**src/rtl/audio_pkg.sv**
```systemverilog
// Shared definitions for the speaker output path.
//   mix_state_t : sequencer states of the channel mixer
//   MID_LEVEL   : mid-scale (silent) PWM level for the default 8-bit PWM
//   GAIN_FULL   : unity fade gain for the default 4-bit fade resolution
//   sample_t    : default-width signed audio sample
package audio_pkg;

    localparam int DEF_SAMPLE_W  = 16;
    localparam int DEF_PWM_W     = 8;
    localparam int DEF_FADE_BITS = 4;

    localparam logic [DEF_PWM_W-1:0] MID_LEVEL = {1'b1, {(DEF_PWM_W-1){1'b0}}};
    localparam int                   GAIN_FULL = 2**DEF_FADE_BITS;

    typedef logic signed [DEF_SAMPLE_W-1:0] sample_t;

    typedef enum logic [1:0] {
        IDLE = 2'd0,
        ACC  = 2'd1,
        SAT  = 2'd2
    } mix_state_t;

endpackage

```
**src/rtl/audio_pwm_core.sv**
```systemverilog
// PWM generator with a double-buffered level.
//   clk_in, rst_n_in : clock, asynchronous active-low reset
//   level_in/load_in : new offset-binary level, strobe to latch it as pending
//   level_out        : level driving the current PWM period
//   pwm_out          : registered PWM output, high while count < level_out
// The pending level is promoted only when the free-running counter wraps,
// so each period is always generated from a single level.
module audio_pwm_core #(
    parameter int PWM_W = 8
) (
    input  logic             clk_in,
    input  logic             rst_n_in,
    input  logic [PWM_W-1:0] level_in,
    input  logic             load_in,
    output logic [PWM_W-1:0] level_out,
    output logic             pwm_out
);

    localparam logic [PWM_W-1:0] MID = {1'b1, {(PWM_W-1){1'b0}}};

    logic [PWM_W-1:0] count;
    logic [PWM_W-1:0] pend_q;
    logic [PWM_W-1:0] level_q;
    logic             pwm_q;
    logic             wrap;

    assign wrap = &count;

    always_ff @(posedge clk_in or negedge rst_n_in) begin
        if (!rst_n_in) begin
            count   <= '0;
            pend_q  <= MID;
            level_q <= MID;
            pwm_q   <= 1'b0;
        end else begin
            count <= count + PWM_W'(1);
            if (load_in)
                pend_q <= level_in;
            // A level arriving on the wrap cycle itself is taken directly so
            // it is not held back a whole extra period.
            if (wrap)
                level_q <= load_in ? level_in : pend_q;
            pwm_q <= (count < level_q);
        end
    end

    assign level_out = level_q;
    assign pwm_out   = pwm_q;

endmodule

```
**src/rtl/audio_out_mixer.sv**
```systemverilog
// Multi-channel audio mixer feeding the speaker PWM.
//   clk_in, rst_n_in     : clock, asynchronous active-low reset
//   sample_in            : NUM_CH signed samples, channel k at [k*SAMPLE_W +: SAMPLE_W]
//   sample_valid_in      : strobe, accepted only while sample_ready_out is high
//   sample_ready_out     : high in IDLE
//   ch_en_in             : per-channel enable, drives the fade gain up/down
//   vol_in               : per-channel 3-bit volume, sample >>> (7-vol)
//   clip_clr_in          : clears the sticky clip flag (a clamp wins)
//   clip_out             : sticky saturation flag
//   level_out            : offset-binary level driving the PWM
//   done_out             : one-cycle pulse when a new level is pending
//   pwm_out              : registered PWM output
// Optional build macro AUDIO_NOISE_SHAPE_EN adds first-order error feedback
// of the truncated LSBs into the next mix.
module audio_out_mixer
    import audio_pkg::*;
#(
    parameter int NUM_CH    = 2,
    parameter int SAMPLE_W  = 16,
    parameter int PWM_W     = 8,
    parameter int FADE_BITS = 4
) (
    input  logic                       clk_in,
    input  logic                       rst_n_in,
    input  logic [NUM_CH*SAMPLE_W-1:0] sample_in,
    input  logic                       sample_valid_in,
    output logic                       sample_ready_out,
    input  logic [NUM_CH-1:0]          ch_en_in,
    input  logic [NUM_CH*3-1:0]        vol_in,
    input  logic                       clip_clr_in,
    output logic                       clip_out,
    output logic [PWM_W-1:0]           level_out,
    output logic                       done_out,
    output logic                       pwm_out
);

    localparam int ACC_W  = SAMPLE_W + $clog2(NUM_CH) + 1;
    localparam int CH_W   = (NUM_CH > 1) ? $clog2(NUM_CH) : 1;
    localparam int G_W    = FADE_BITS + 1;
    localparam int WIDE_W = ACC_W + G_W + 1;

    localparam logic [G_W-1:0]          G_MAX = {1'b1, {FADE_BITS{1'b0}}};
    localparam logic [PWM_W-1:0]        MID   = {1'b1, {(PWM_W-1){1'b0}}};
    localparam logic signed [ACC_W-1:0] S_MAX = {{(ACC_W-SAMPLE_W+1){1'b0}}, {(SAMPLE_W-1){1'b1}}};
    localparam logic signed [ACC_W-1:0] S_MIN = {{(ACC_W-SAMPLE_W+1){1'b1}}, {(SAMPLE_W-1){1'b0}}};

    mix_state_t                       state;
    logic [NUM_CH-1:0][SAMPLE_W-1:0]  x_q;
    logic [NUM_CH-1:0][2:0]           vol_q;
    logic [NUM_CH-1:0][G_W-1:0]       gain_q;
    logic [NUM_CH-1:0][G_W-1:0]       gain_nxt;
    logic [CH_W-1:0]                  ch_idx;
    logic signed [ACC_W-1:0]          acc_q;
    logic [PWM_W-1:0]                 level_q;
    logic                             ready_q;
    logic                             done_q;
    logic                             clip_q;
    logic                             last_ch;

    // Fade gain step taken on accept; the stepped gain already applies to
    // the sample being accepted.
    always_comb begin
        for (int k = 0; k < NUM_CH; k++) begin
            gain_nxt[k] = gain_q[k];
            if (ch_en_in[k]) begin
                if (gain_q[k] != G_MAX)
                    gain_nxt[k] = gain_q[k] + G_W'(1);
            end else if (gain_q[k] != '0) begin
                gain_nxt[k] = gain_q[k] - G_W'(1);
            end
        end
    end

    // One channel term per ACC cycle.
    logic signed [SAMPLE_W-1:0] x_sel;
    logic signed [SAMPLE_W-1:0] x_shift;
    logic [2:0]                 shamt;
    logic signed [WIDE_W-1:0]   prod;
    logic signed [ACC_W-1:0]    term;
    logic signed [ACC_W-1:0]    acc_sum;
    logic                       clamp;
    logic [PWM_W-1:0]           level_nxt;

    always_comb begin
        x_sel   = x_q[ch_idx];
        shamt   = 3'd7 - vol_q[ch_idx];
        x_shift = x_sel >>> shamt;
        prod    = WIDE_W'(x_shift) * WIDE_W'($signed({1'b0, gain_q[ch_idx]}));
        term    = ACC_W'(prod >>> FADE_BITS);
        acc_sum = acc_q + term;
    end

    assign last_ch = (ch_idx == CH_W'(NUM_CH - 1));

`ifdef AUDIO_NOISE_SHAPE_EN
    localparam int RES_W = SAMPLE_W - PWM_W;

    logic [RES_W-1:0]           residue_q;
    logic [SAMPLE_W-1:0]        sat_s;
    logic signed [SAMPLE_W:0]   shaped;

    // Saturate, then fold in last mix's discarded LSBs. The residue is
    // non-negative so only the positive rail can be crossed again, and that
    // re-clamp is not a clip event.
    always_comb begin
        clamp = 1'b0;
        sat_s = acc_sum[SAMPLE_W-1:0];
        if (acc_sum > S_MAX) begin
            clamp = 1'b1;
            sat_s = S_MAX[SAMPLE_W-1:0];
        end else if (acc_sum < S_MIN) begin
            clamp = 1'b1;
            sat_s = S_MIN[SAMPLE_W-1:0];
        end
        shaped = $signed({sat_s[SAMPLE_W-1], sat_s}) + $signed({1'b0, {PWM_W{1'b0}}, residue_q});
        if (shaped > $signed({2'b00, {(SAMPLE_W-1){1'b1}}}))
            shaped = {2'b00, {(SAMPLE_W-1){1'b1}}};
        level_nxt = shaped[SAMPLE_W-1 -: PWM_W] ^ MID;
    end

    always_ff @(posedge clk_in or negedge rst_n_in) begin
        if (!rst_n_in)
            residue_q <= '0;
        else if (state == ACC && last_ch)
            residue_q <= shaped[RES_W-1:0];
    end
`else
    // Saturate and truncate. The rails map straight to full/zero level;
    // otherwise the top bits with the sign flipped give offset binary.
    always_comb begin
        clamp     = 1'b0;
        level_nxt = acc_sum[SAMPLE_W-1 -: PWM_W] ^ MID;
        if (acc_sum > S_MAX) begin
            clamp     = 1'b1;
            level_nxt = {PWM_W{1'b1}};
        end else if (acc_sum < S_MIN) begin
            clamp     = 1'b1;
            level_nxt = '0;
        end
    end
`endif

    // Sequencer. The final channel's add and the clamp resolve on the edge
    // into SAT, so level, clip and done_out all appear in the SAT cycle.
    always_ff @(posedge clk_in or negedge rst_n_in) begin
        if (!rst_n_in) begin
            state   <= IDLE;
            ready_q <= 1'b1;
            done_q  <= 1'b0;
            clip_q  <= 1'b0;
            x_q     <= '0;
            vol_q   <= '0;
            gain_q  <= '0;
            ch_idx  <= '0;
            acc_q   <= '0;
            level_q <= MID;
        end else begin
            done_q <= 1'b0;
            if (clip_clr_in)
                clip_q <= 1'b0;
            case (state)
                IDLE: begin
                    if (sample_valid_in && ready_q) begin
                        x_q     <= sample_in;
                        vol_q   <= vol_in;
                        gain_q  <= gain_nxt;
                        acc_q   <= '0;
                        ch_idx  <= '0;
                        ready_q <= 1'b0;
                        state   <= ACC;
                    end
                end
                ACC: begin
                    acc_q  <= acc_sum;
                    ch_idx <= ch_idx + CH_W'(1);
                    if (last_ch) begin
                        level_q <= level_nxt;
                        done_q  <= 1'b1;
                        if (clamp)
                            clip_q <= 1'b1;
                        state <= SAT;
                    end
                end
                SAT: begin
                    ready_q <= 1'b1;
                    state   <= IDLE;
                end
                default: begin
                    ready_q <= 1'b1;
                    state   <= IDLE;
                end
            endcase
        end
    end

    audio_pwm_core #(
        .PWM_W (PWM_W)
    ) u_pwm (
        .clk_in    (clk_in),
        .rst_n_in  (rst_n_in),
        .level_in  (level_q),
        .load_in   (done_q),
        .level_out (level_out),
        .pwm_out   (pwm_out)
    );

    assign sample_ready_out = ready_q;
    assign done_out         = done_q;
    assign clip_out         = clip_q;

endmodule

```
**config.mk**
```make
export PLATFORM = sky130hd
export DESIGN_NAME = audio_out_mixer
export DESIGN_NICKNAME = d
export VERILOG_FILES = /design/src/rtl/audio_pkg.sv /design/src/rtl/audio_pwm_core.sv /design/src/rtl/audio_out_mixer.sv
export SDC_FILE = /design/constraint.sdc
export NUM_CORES = 1
export LEC_CHECK = 0
export CAP_MARGIN = 20
export CORE_MARGIN = 5
export CORE_UTILIZATION = 66
export CTS_CLUSTER_SIZE = 8
export DETAILED_ROUTE_END_ITERATION = 8
export PLACE_DENSITY = 0.95
export SYNTH_ARGS = -nofsm -noshare
export SYNTH_HDL_FRONTEND = slang
export SYNTH_SLANG_ARGS = --single-unit
```
**constraint.sdc**
```tcl
create_clock -name clk_in -period 22.2 [get_ports clk_in]
set_input_delay 4.44 -clock clk_in [delete_from_list [all_inputs] [get_ports clk_in]]
set_output_delay 4.44 -clock clk_in [all_outputs]
set_load 0.05 [all_outputs]
```
==> results of run 1 <==
[logic make-up (layout without fill, tap and decap cells)]
kind of cell | Yosys count | in the layout | synth area share [%]
AOI/OAI and AO/OA | 195 | 195 | 14.5
xor gates and xnor gates | 51 | 51 | 4.94
adders and majority gates | 122 | 122 | 20.9
buffers and inverters | 162 | 202 | 6.82
DFF | 105 | 105 | 28.7
muxes | 53 | 53 | 6.28
and+or+nand+nor | 380 | 380 | 17.9
[Yosys cell counts (6+ instances only)]
| cell type | number |
|---|---|
| or2_2 | 12 |
| dfrtp_1 | 101 |
| nand3_1 | 28 |
| a211oi_1 | 15 |
| mux2_2 | 13 |
| and3_1 | 8 |
| nand2b_1 | 15 |
| nor2_1 | 92 |
| xor2_1 | 12 |
| xnor2_1 | 38 |
| fa_1 | 52 |
| nor2b_1 | 11 |
| a21oi_1 | 45 |
| o21ai_0 | 56 |
| buf_2 | 6 |
| inv_1 | 118 |
| clkbuf_1 | 31 |
| nand2_1 | 190 |
| o311ai_0 | 8 |
| a21o_1 | 17 |
| mux2i_1 | 37 |
| ha_1 | 70 |
[through the flow]
| stage | setup slack [ns] | instances | cell area, µm² |
|---|---|---|---|
| finish | 12.86 | 1288 | 10200 |
| global route | 12.55 | 1288 | 10200 |
| CTS | 13.19 | 1285 | 10200 |
| detailed placement | 13.44 | 1269 | 9860 |
| global placement | 13.87 | 1269 | 9860 |
| floorplan | 14.52 | 1068 | 9190 |
[cell usage in the layout, fill, tap and decap left out, types with 13 or more instances in the layout]
cell type,count
nand2_1,190
inv_1,118
dfrtp_1,101
nor2_1,92
ha_1,70
o21ai_0,56
clkdlybuf4s50_1,54
fa_1,52
a21oi_1,45
xnor2_1,38
mux2i_1,37
nand3_1,27
a21o_1,17
nand2b_1,15
a211oi_1,15
mux2_2,13
[final cells by class]
type | count | area, µm²
inverter | 118 | 443
timing repair buffer | 68 | 671
fill | 866 | 3550
multi-input combinational | 801 | 5930
sequential | 105 | 2630
tap | 180 | 225
clock inverter | 6 | 86.3
clock buffer | 10 | 229
[sequential cells by signal (all words and copies together) (netlist names)]
signal / count
done_out: 1
state: 2
u_pwm.count: 8
gain_q: 10
clip_out: 1
u_pwm.pend_q: 8
acc_q: 18
vol_q: 6
ch_idx: 1
level_q: 8
x_q: 32
u_pwm.level_out: 8
u_pwm.pwm_out: 1
sample_ready_out: 1
[final timing paths]
| kind | endpoint | startpoint |
|---|---|---|
| min in group asynchronous | x_q[25]$_DFFE_PN0P_ | rst_n_in |
| max in group asynchronous | u_pwm.level_out[7]$_DFFE_PN1P_ | rst_n_in |
| worst max-delay path | level_q[2]$_DFFE_PN0P_ | ch_idx$_DFFE_PN0P_ |
| worst min register to register | x_q[16]$_DFFE_PN0P_ | x_q[16]$_DFFE_PN0P_ |
| worst max register to register | level_q[2]$_DFFE_PN0P_ | ch_idx$_DFFE_PN0P_ |
| worst min-delay path | x_q[16]$_DFFE_PN0P_ | x_q[16]$_DFFE_PN0P_ |
[metal layers]
layer	vias to the layer above	track usage, %
met1	3825	35.3
met5	-	0
met2	417	50.6
li1	3633	-
met4	0	11.1
met3	121	4.71
[critical path, delay by kind of cell (launching register included)]
family                     cells  cell delay [ns]
AOI/OAI and AO/OA             14             4.01
adders and majority gates      5             1.81
buffers and inverters          2             0.55
xor gates and xnor gates       1             0.26
and+or+nand+nor                9             1.73
DFF                            1             0.80
==> out/metrics.yaml, run 1 <==
sta:
  clock_skew_ns: 0.0135
  setup_tns_ns: 0
  worst-slew-pin-transition_ns: 0.985
  slew_violations: 0
  rsz0062_at_grt: "false"
  finalSetupViolCount: 0
  fmax_ghz: 0.107
  maxSlewHeadroom_pct: 32.5
  fin_hold_ws_ns: 0.498
  final_hold_viol_count: 0
  period_needed_ns: 9.34
  min_period_over_period_pct: 42.1
global_route:
  grt_pass1_wl_um: 38600
  grtUsageTotal_pct: 28.7
  grt_max_degree: 82
  antenna_found_initial: 0
  overflow: 0
  grt_pass1_vias: 8103
clocking:
  root_buffer: "clkbuf_16"
  cts.sinks: 105
  clk_pin_slew_ns: 0.08
  cts_setup_buffers: 0
  clk_latency_ns: 0.36
  ctsResizeCount: 0
  cts_tree: "yes"
  hold_buffers: 0
  cts_buffer_depth: 2
  htree_levels: 3
  numCtsBuffers: 9
synth:
  async_flop_share_pct: 100
  synthTopCellsByArea: "dfrtp_1 (28%), fa_1 (11%), ha_1 (9.5%)"
  yosys_warnings: 0
  postSynthRegisterBits: 105
  ys_types: 70
  ys_seq_area_share_pct: 28.7
  synth_edf_count: 0
  synth_cells: 1068
  syn_nets: 1234
  yosysTopAreaCell: "dfrtp_1"
  yosys.area.top_type_share_pct: 27.5
  synth.avg_cell_area_um2: 8.60
  netlist_area_um2: 9190
  synthFlopType: "dfrtp_1"
critical_path:
  path_class: "flop to flop"
  reg2reg_slack_ns: 12.86
  r2r_cells: 31
  slowest_delay_ns: 0.82
  cp_slowest_cell: "a2111oi_0"
  crit_fanout: 33
  worstPathRequired_ns: 22.39
  cp-start-kind: "flop"
  arrival_ns: 9.53
  cp-end-kind: "flop"
floorplanning:
  coreArea_um2: 13800
  dieArea_um2: 16400
  boundaryPins: 56
  fp.dieW_um: 128
  fp.dieH_um: 128
  start_util_pct: 66.7
  rows: 43
route:
  finalWirelength_um: 22900
  dr.first_iter.drc_count: 959
  drt_pass1_iterations: 8
  routedLengthMet1_um: 8810
  ant_nets: 0
  vias: 7996
  drc: 0
  wl_met3_um: 1560
  via_per_inst: 6.21
  wl_per_cell_um: 17.8
  maxUsedRoutingLayer: "met4"
  wl_met2_um: 11500
cells_and_area:
  drive_gt1_share_pct: 6.68
  nNetsFinal: 1269
  post-route-util_pct: 74.2
  antenna_cells: 0
  area_growth_pct: 11.2
place:
  gp_congestion: 0.958
  dp_hpwl_um: 16200
  portBuffers: 55
hold_path:
  whs_path_depth: 2
  holdCritPathClass: "flop to flop"
run:
  maxCapViolations: 0
run_status:
  outcome: "complete, no violations"
Power of run 1 is left out: the tool's default activity adds up to more than one toggle a clock period on the data nets, which glitch-free logic cannot reach.
==> run 2, diff against run 1 <==
Settings changed: CORE_UTILIZATION 66 to 61, PLACE_DENSITY 0.95 to 0.94.
Clock period 22.2 ns to 8.7 ns, I/O delays scaled along.
==> out/metrics.yaml, run 2 (synthesized netlist as in run 1, its figures left out) <==
clocking:
  hold_buffers: 0  # unchanged
  clk_latency_ns: 0.37  # was 0.36 ns
  htree_levels: 3  # unchanged
  cts_tree: "yes"  # unchanged
  cts_buffer_depth: 2  # unchanged
  clk_pin_slew_ns: 0.08  # about the same
  numCtsBuffers: 9  # unchanged
  cts.sinks: 105  # unchanged
  root_buffer: "clkbuf_16"  # unchanged
critical_path:
  path_class: "flop to flop"  # unchanged
  cp-end-kind: "flop"  # unchanged
  r2r_cells: 31  # unchanged
  reg2reg_to: "level_q[1]$_DFFE_PN0P_"  # was level_q[2]$_DFFE_PN0P_
  slowest_delay_ns: 0.52  # was 0.82 ns
  arrival_ns: 8.68  # was 9.53 ns
  rr_startpoint: "ch_idx$_DFFE_PN0P_"  # unchanged
  reg2reg_slack_ns: 0.24  # was 12.86 ns
  cp-start-kind: "flop"  # unchanged
  crit_fanout: 45  # was 33
  cp_slowest_cell: "dfrtp_1"  # was a2111oi_0
  worstPathRequired_ns: 8.91  # was 22.39 ns
global_route:
  grt_max_degree: 75  # was 82
  grtUsageTotal_pct: 26.3  # was 28.7%
  grt_pass1_vias: 8211  # was 8103
  antenna_found_initial: 0  # unchanged
  grt_pass1_wl_um: 38300  # was 38600 µm
  overflow: 0  # unchanged
cells_and_area:
  drive_gt1_share_pct: 7.74  # was 6.68%
  regMostFlops: "x_q"  # unchanged
  area_growth_pct: 12.1  # was 11.2%
  largest_register_ff_count: 32  # unchanged
  antenna_cells: 0  # unchanged
  nNetsFinal: 1272  # was 1269
  layout_commonest_cell: "nand2_1"  # unchanged
  final_cell_mix: "nand2_1 (190), inv_1 (118), dfrtp_1 (100)"  # was nand2_1 (190), inv_1 (118), dfrtp_1 (101)
  reg_top3: "x_q (32), acc_q (18), gain_q (10)"  # unchanged
floorplanning:
  coreArea_um2: 14600  # was 13800 µm²
  dieArea_um2: 17600  # was 16400 µm²
  fp.dieW_um: 133  # was 128 µm
  boundaryPins: 56  # unchanged
  fp.dieH_um: 133  # was 128 µm
  rows: 44  # was 43
  start_util_pct: 62.7  # was 66.7%
route:
  ant_nets: 0  # unchanged
  finalWirelength_um: 23200  # was 22900 µm
  via_per_inst: 6.24  # was 6.21
  wl_per_cell_um: 17.9  # was 17.8 µm
  drc: 0  # unchanged
  drt_pass1_iterations: 6  # was 8
  vias: 8080  # was 7996
  dr.first_iter.drc_count: 821  # was 959
sta:
  finalSetupViolCount: 0  # unchanged
  slew_violations: 0  # unchanged
  period_needed_ns: 8.46  # was 9.34 ns
  final_hold_viol_count: 0  # unchanged
  clock_skew_ns: 0.0121  # was 0.0135 ns
  min_period_over_period_pct: 97.3  # was 42.1%
  fmax_ghz: 0.118  # was 0.107 GHz
  worst-slew-pin-transition_ns: 0.927  # was 0.985 ns
  setup_ws_ns: 0.235  # was 12.86 ns
  maxSlewHeadroom_pct: 38.2  # was 32.5%
hold_path:
  whs_path_depth: 2  # unchanged
  min-delay-start: "level_q[7]$_DFFE_PN1P_"  # was x_q[16]$_DFFE_PN0P_
  holdCritPathClass: "flop to flop"  # unchanged
  holdPathEnd: "level_q[7]$_DFFE_PN1P_"  # was x_q[16]$_DFFE_PN0P_
run:
  maxCapViolations: 0  # unchanged
run_status:
  outcome: "complete, no violations"  # unchanged
place:
  portBuffers: 55  # unchanged
  gp_congestion: 0.969  # was 0.958
  place_worst_setup_slack_ns: 0.118  # was 13.44 ns
  dp_hpwl_um: 16300  # was 16200 µm
==> run 2: cell types whose count changed in the layout (fill, tap and decap cells not counted), moves of 2 or more <==
cell       before  now
a21oi_2         0    2
buf_4          11   16
a2111oi_2       0    2
o21ai_1         0    2
o21ai_0        56   54
a21oi_1        45   43
clkinv_4        2    0
a2111oi_0       3    1
==> run 2: worst max-delay path, delay by kind of cell, from the launching register on <==
kind / cells / cell delay [ns]
DFF: 1 / 0.52
muxes: 1 / 0.33
and+or+nand+nor: 7 / 1.37
xor gates and xnor gates: 2 / 0.44
adders and majority gates: 5 / 2.20
AOI/OAI and AO/OA: 12 / 2.85
buffers and inverters: 4 / 0.57
==> run 2: area by class of cell <==
type,instances,area (µm²)
tap,184,230
timing repair buffer,71,681
clock inverter,6,108
clock buffer,10,239
multi-input combinational,801,5960
fill,968,4350
inverter,118,443
sequential,105,2630
==> run 2: routing by layer <==
metal	share of wire (%)	routed length [µm]	up-vias	global-route usage, %
li1	-	-	3628	-
met1	38	8910	3894	31.5
met2	51	11700	441	46.1
met3	7.1	1640	117	4.59
met4	4.0	937	0	12.4
met5	0	0	-	0
==> run 2: how the worst max path moves through the flow <==
stage / from / to / slack, ns / depth (start not counted)
after floorplan: ch_idx$_DFFE_PN0P_ / level_q[0]$_DFFE_PN0P_ / 1.02 / 30
after global placement: vol_q[0]$_DFFE_PN0P_ / level_q[3]$_DFFE_PN0P_ / 0.44 / 30
after detailed placement: vol_q[0]$_DFFE_PN0P_ / level_q[1]$_DFFE_PN0P_ / 0.12 / 30
after CTS: ch_idx$_DFFE_PN0P_ / level_q[3]$_DFFE_PN0P_ / 0.06 / 32
after global routing: ch_idx$_DFFE_PN0P_ / clip_out$_DFF_PN0_ / -0.09 / 32
final: ch_idx$_DFFE_PN0P_ / level_q[1]$_DFFE_PN0P_ / 0.24 / 31
==> run 2: per-stage QoR <==
step | TNS (ns) | util [%] | cells | cell area (µm²) | hold WS, ns
2_1_floorplan | 0 | - | 1068 | 9190 | 0.437
3_3_place_gp | 0 | 67.6 | 1277 | 9900 | 0.453
3_5_place_dp | 0 | 67.6 | 1277 | 9900 | 0.461
4_1_cts | 0 | 70.0 | 1293 | 10300 | 0.471
5_1_grt | -0.295 | 70.3 | 1295 | 10300 | 0.475
6_report | 0 | 70.3 | 1295 | 10300 | 0.474
==> run 2: timing repair <==
action                     4_1_cts  5_1_grt
resized for setup                2       10
pin swaps                        0        2
buffers inserted                 0        2
setup endpoints to repair        8       10
Power of run 2 is left out for the same reason.
==> edit 1, RTL diff (config.mk and constraints of run 2) <==
Re-encode `mix_state_t` (3 states) as one-hot, 3 bits wide.
--- a/src/rtl/audio_pkg.sv
+++ b/src/rtl/audio_pkg.sv
@@ -14,10 +14,10 @@
 
     typedef logic signed [DEF_SAMPLE_W-1:0] sample_t;
 
-    typedef enum logic [1:0] {
-        IDLE = 2'd0,
-        ACC  = 2'd1,
-        SAT  = 2'd2
+    typedef enum logic [2:0] {
+        IDLE = 3'b001,
+        ACC  = 3'b010,
+        SAT  = 3'b100
     } mix_state_t;
 
 endpackage
Behaviour: no difference found for any inputs over 10 cycles, from zero or initial values and one cycle with rst_n_in low; not proved beyond that.
==> edit 1 against run 2 <==
Setup slack gained 210 ps. Area after synthesis shrank 1.3%. Die area down 1.2%. Routed wire length fell by 7.6%. Sequential cell count grew 1. Design area down 1.8%. Critical path depth stayed put. Count of clock-buffer cells in the layout is 1 lower. Worst hold slack better by 13 ps. Highest routed layer unchanged.
Power is left out: the tool's default activity adds up to more than one toggle a clock period on the data nets, which glitch-free logic cannot reach.
==> edit 1: results (changes against run 2) <==
first-pass GRT wire length=36.2 mm (-5.5%); Critical Path AT=8500 ps (-180 ps); top flop regs=x_q (32), acc_q (18), gain_q (10); GP Congestion=0.960 (-0.89%); Max clock buf depth=2 (unchanged); Hold Path Cell Cnt=2 (unchanged); crit-path max cell delay=620 ps (+100 ps); initial antenna violation count=0 (unchanged); Worst-Margin Slew=889 ps (-37.2 ps); clk_lat worst skew=370 ps (about the same); vias per cell=6.01 (-3.7%); Placed Instances=1246 (-2.4%); WL per Instance=17.0 um (-5.1%); layout cells sized above 1=8.08% (+0.34 points); placed wire-length estimate=15.4 mm (-5.2%); post-CTS setup buffers=0 (unchanged); vias in the first global route=7718 (-6.0%); top_reg_cell synth=dfrtp_1; Num CTS Buffers=9 (unchanged); R2R depth=31 (unchanged); WL final=21.5 mm (-7.6%); Resize count post-CTS=0 (-2); share of synthesized registers carrying an async set or reset=100% (unchanged); synth unique cells=75 (+7.1%); Pre-Repair DR Iteration Count=5 (-1); H-tree depth=3 (unchanged); # diodes=0 (unchanged); IO buf count=55 (unchanged); Slowest-stage cell, CP=or4_4; Worst Clk Skew=13.7 ps (+1.63 ps); outcome=finished, final reports clean; Hold Path Class=reg -> reg; Syn. warnings=0 (unchanged); # hold bufs at CTS=0 (unchanged); sequential fraction of the synthesis area=29.3% (+0.67 points); root buffer cell=clkbuf_16; Mean Syn Cell Area=8.79 um2 (+2.1%); crit-path max FO=10 (-78%); Final nets=1239 (-2.6%); pin count of the biggest net entering global routing=59 (-21%); main area contributors after synthesis=dfrtp_1 28%, fa_1 11%, ha_1 9.7%; Commonest cells post-synth=181 x nand2_1, 115 x inv_1, 101 x dfrtp_1; CTS clk-pin slew, worst paths=80 ps (about the same); Initial DRC Count=558 (-32%); gr usage total=24.6% (-1.7 points)
-- edit 1: cells by family (layout without fill, tap and decap cells) --
| group | Yosys count | after routing | share of synthesized area [%] |
|---|---|---|---|
| flops | 106 | 106 | 29.3 |
| buf+inv | 153 | 198 | 6.57 |
| simple gates | 355 | 355 | 17.0 |
| compound gates | 190 | 190 | 14.1 |
| mux | 55 | 55 | 7.01 |
| xor+xnor | 51 | 51 | 4.93 |
| fa+ha+maj | 122 | 122 | 21.1 |
-- edit 1: final timing paths --
path / startpoint / endpoint / slack, ps
max reg2reg: vol_q[3] / level_q[5] / 440
min: x_q[16] / x_q[16] / 490
max: vol_q[3] / level_q[5] / 440
min reg2reg: x_q[16] / x_q[16] / 490
min in group asynchronous: rst_n_in / u_pwm.level_out[2] / 1380
max in group asynchronous: rst_n_in / vol_q[0] / 6110
-- edit 1: stage by stage --
stage	cell area, um2	util [%]	hold WS, ps	setup WS [ps]
finish	10100	69.5	487	442
global route	10100	69.5	513	4.20
CTS	10100	69.4	488	150
detailed placement	9790	67.3	468	340
global placement	9790	67.3	459	894
floorplan	9070	-	440	1140
-- edit 1: critical path: cells and delay by family (launching register included) --
family	cells	cell delay, ps
buffers and inverters	3	360
AOI/OAI and AO/OA	14	2520
adders and majority gates	5	2270
muxes	3	840
DFF	1	520
and+or+nand+nor	4	1250
xor gates and xnor gates	2	350
-- edit 1: area by class of cell --
cell class | count | area, um2
clock buffer | 9 | 225
clock inverter | 6 | 72.6
fill | 978 | 4430
inverter | 115 | 432
multi-input combinational | 773 | 5840
sequential | 106 | 2660
tap | 184 | 230
timing repair buffer | 68 | 649
-- edit 1: routing by layer --
metal	routed length (um)	global-route usage (%)	part of all wire, %
met1	8760	31.4	41
met2	10700	41.6	50
met3	1350	4.01	6.3
met4	706	10.1	3.3
met5	0	0	0
==> edit 2, RTL diff (config.mk and constraints of run 2) <==
Without the edit above. `SAMPLE_W`: 16 -> 24.
--- a/src/rtl/audio_out_mixer.sv
+++ b/src/rtl/audio_out_mixer.sv
@@ -16,7 +16,7 @@
     import audio_pkg::*;
 #(
     parameter int NUM_CH    = 2,
-    parameter int SAMPLE_W  = 16,
+    parameter int SAMPLE_W  = 24,
     parameter int PWM_W     = 8,
     parameter int FADE_BITS = 4
 ) (
Ports: changed (resized sample_in); port bits go from 56 to 72. The function was not compared with the original's and may differ.
==> edit 2 against run 2 <==
Routed wire length rose by 47%. Count of clock-buffer cells in the layout rose by 8. Global-route usage rose by 2.2 points. Design area rose by 37%. Sequential cell count rose by 24. Area after synthesis rose by 34%. Setup slack improved by 6.8 ps.
Power is left out: the tool's default activity adds up to more than one toggle a clock period on the data nets, which glitch-free logic cannot reach.
==> edit 2: results (changes against run 2) <==
outcome=finished, final reports clean; pin count of the biggest net entering global routing=81 (+8.0%); metal3 WL=3.25 mm (+98%); Slowest-stage cell, CP=or4_1; GP Congestion=1.00 (+3.5%); WL final=34.1 mm (+47%); Mean Syn Cell Area=8.28 um2 (-3.8%); Critical Path AT=8830 ps (+150 ps); top flop regs=x_q (48), acc_q (26), gain_q (10); IO buf count=71 (+29%); routed vias=11500 (+42%); top_reg_cell synth=dfrtp_1; main area contributors after synthesis=dfrtp_1 25%, fa_1 12%, ha_1 9.7%; H-tree depth=4 (+1); wl on met1=12.7 mm (+43%); DR top layer=met4; first-pass GRT wire length=54.9 mm (+43%); synth unique cells=75 (+7.1%); # diodes=0 (unchanged); Worst Clk Skew=19.8 ps (+7.64 ps); root buffer cell=clkbuf_16; Max clock buf depth=2 (unchanged); syn nets=1719 (+39%); CTS clk-pin slew, worst paths=60 ps (-20 ps); Pre-Repair DR Iteration Count=8 (+2); sequential fraction of the synthesis area=26.3% (-2.4 points); WL per Instance=18.6 um (+3.8%); Final nets=1776 (+40%); gr usage total=28.5% (+2.2 points); placed wire-length estimate=23.3 mm (+43%); layout cells sized above 1=8.54% (+0.80 points); Worst-Margin Slew=973 ps (+46.5 ps); crit-path max FO=14 (-69%); clk_lat worst skew=460 ps (+90 ps); crit-path max cell delay=580 ps (+60 ps); Syn. warnings=0 (unchanged); maxcap violations=0 (unchanged); Commonest cells post-synth=252 x nand2_1, 158 x nor2_1, 154 x inv_1; Num CTS Buffers=17 (+8); Initial DRC Count=1420 (+73%); pre-CTS setup slack=83.8 ps (-34.5 ps); share of synthesized registers carrying an async set or reset=100% (unchanged); met2 wire len=16.2 mm (+38%)
[edit 2: cell types whose count changed in the layout (fill, tap and decap cells not counted), sizes merged, moves of 25 or more]
cell,delta
inv,+42
nand2,+62
nor2,+66
a21oi,+42
ha,+25
[edit 2: cell type report]
| cell class | count | area, um2 |
|---|---|---|
| clock buffers | 18 | 429 |
| clock inverters | 14 | 193 |
| inverters | 155 | 582 |
| repair buffers | 105 | 1010 |
| well taps | 270 | 338 |
| flip-flops and latches | 129 | 3240 |
| fillers | 1326 | 5940 |
| multi-input cells | 1137 | 8310 |
[edit 2: layer usage]
metal	up-vias	track usage, %
li1	5098	-
met1	5415	34.8
met2	754	47.1
met3	209	6.71
met4	0	15.0
met5	-	0
[edit 2: stage by stage]
stage	hold WS [ps]	TNS, ps	util (%)	instance area (um2)
2_1_floorplan	440	0	-	12300
3_3_place_gp	458	0	66.3	13300
3_5_place_dp	472	0	66.3	13300
4_1_cts	485	0	69.5	13900
5_1_grt	501	-141	70.4	14100
6_report	485	0	70.4	14100
[edit 2: logic make-up (layout without fill, tap and decap cells)]
family | after synthesis | count (layout) | share of synthesized area [%]
compound gates | 294 | 294 | 15.1
xor+xnor | 64 | 64 | 4.55
fa+ha+maj | 171 | 171 | 22.0
buf+inv | 222 | 292 | 7.04
flops | 129 | 129 | 26.3
mux | 70 | 70 | 6.29
simple gates | 538 | 538 | 18.8
[edit 2: worst max-delay path, delay by kind of cell, from the launching register on]
kind | cells | cell delay (ps)
simple gates | 12 | 2640
compound gates | 10 | 2590
fa+ha+maj | 5 | 2010
flops | 1 | 540
buf+inv | 3 | 300
mux | 1 | 270
[edit 2: repair_timing]
| action | in CTS | in global routing |
|---|---|---|
| hold buffers | 0 | 0 |
| cloned | 0 | 0 |
| setup buffers | 2 | 8 |
| endpoints found under the setup margin | 10 | 13 |
| gates resized for setup | 8 | 22 |
| pin swaps | 0 | 2 |
[edit 2: final timing paths]
path | start | to | slack, ps | cells after the start
setup / recovery | ch_idx | level_q[7] | 240 | 31
hold / removal | x_q[1] | x_q[1] | 480 | 2
setup reg to reg | ch_idx | level_q[7] | 240 | 31
hold reg to reg | x_q[1] | x_q[1] | 480 | 2
max in group asynchronous | rst_n_in | level_q[7] | 6340 | 3
min in group asynchronous | rst_n_in | x_q[17] | 1290 | 1
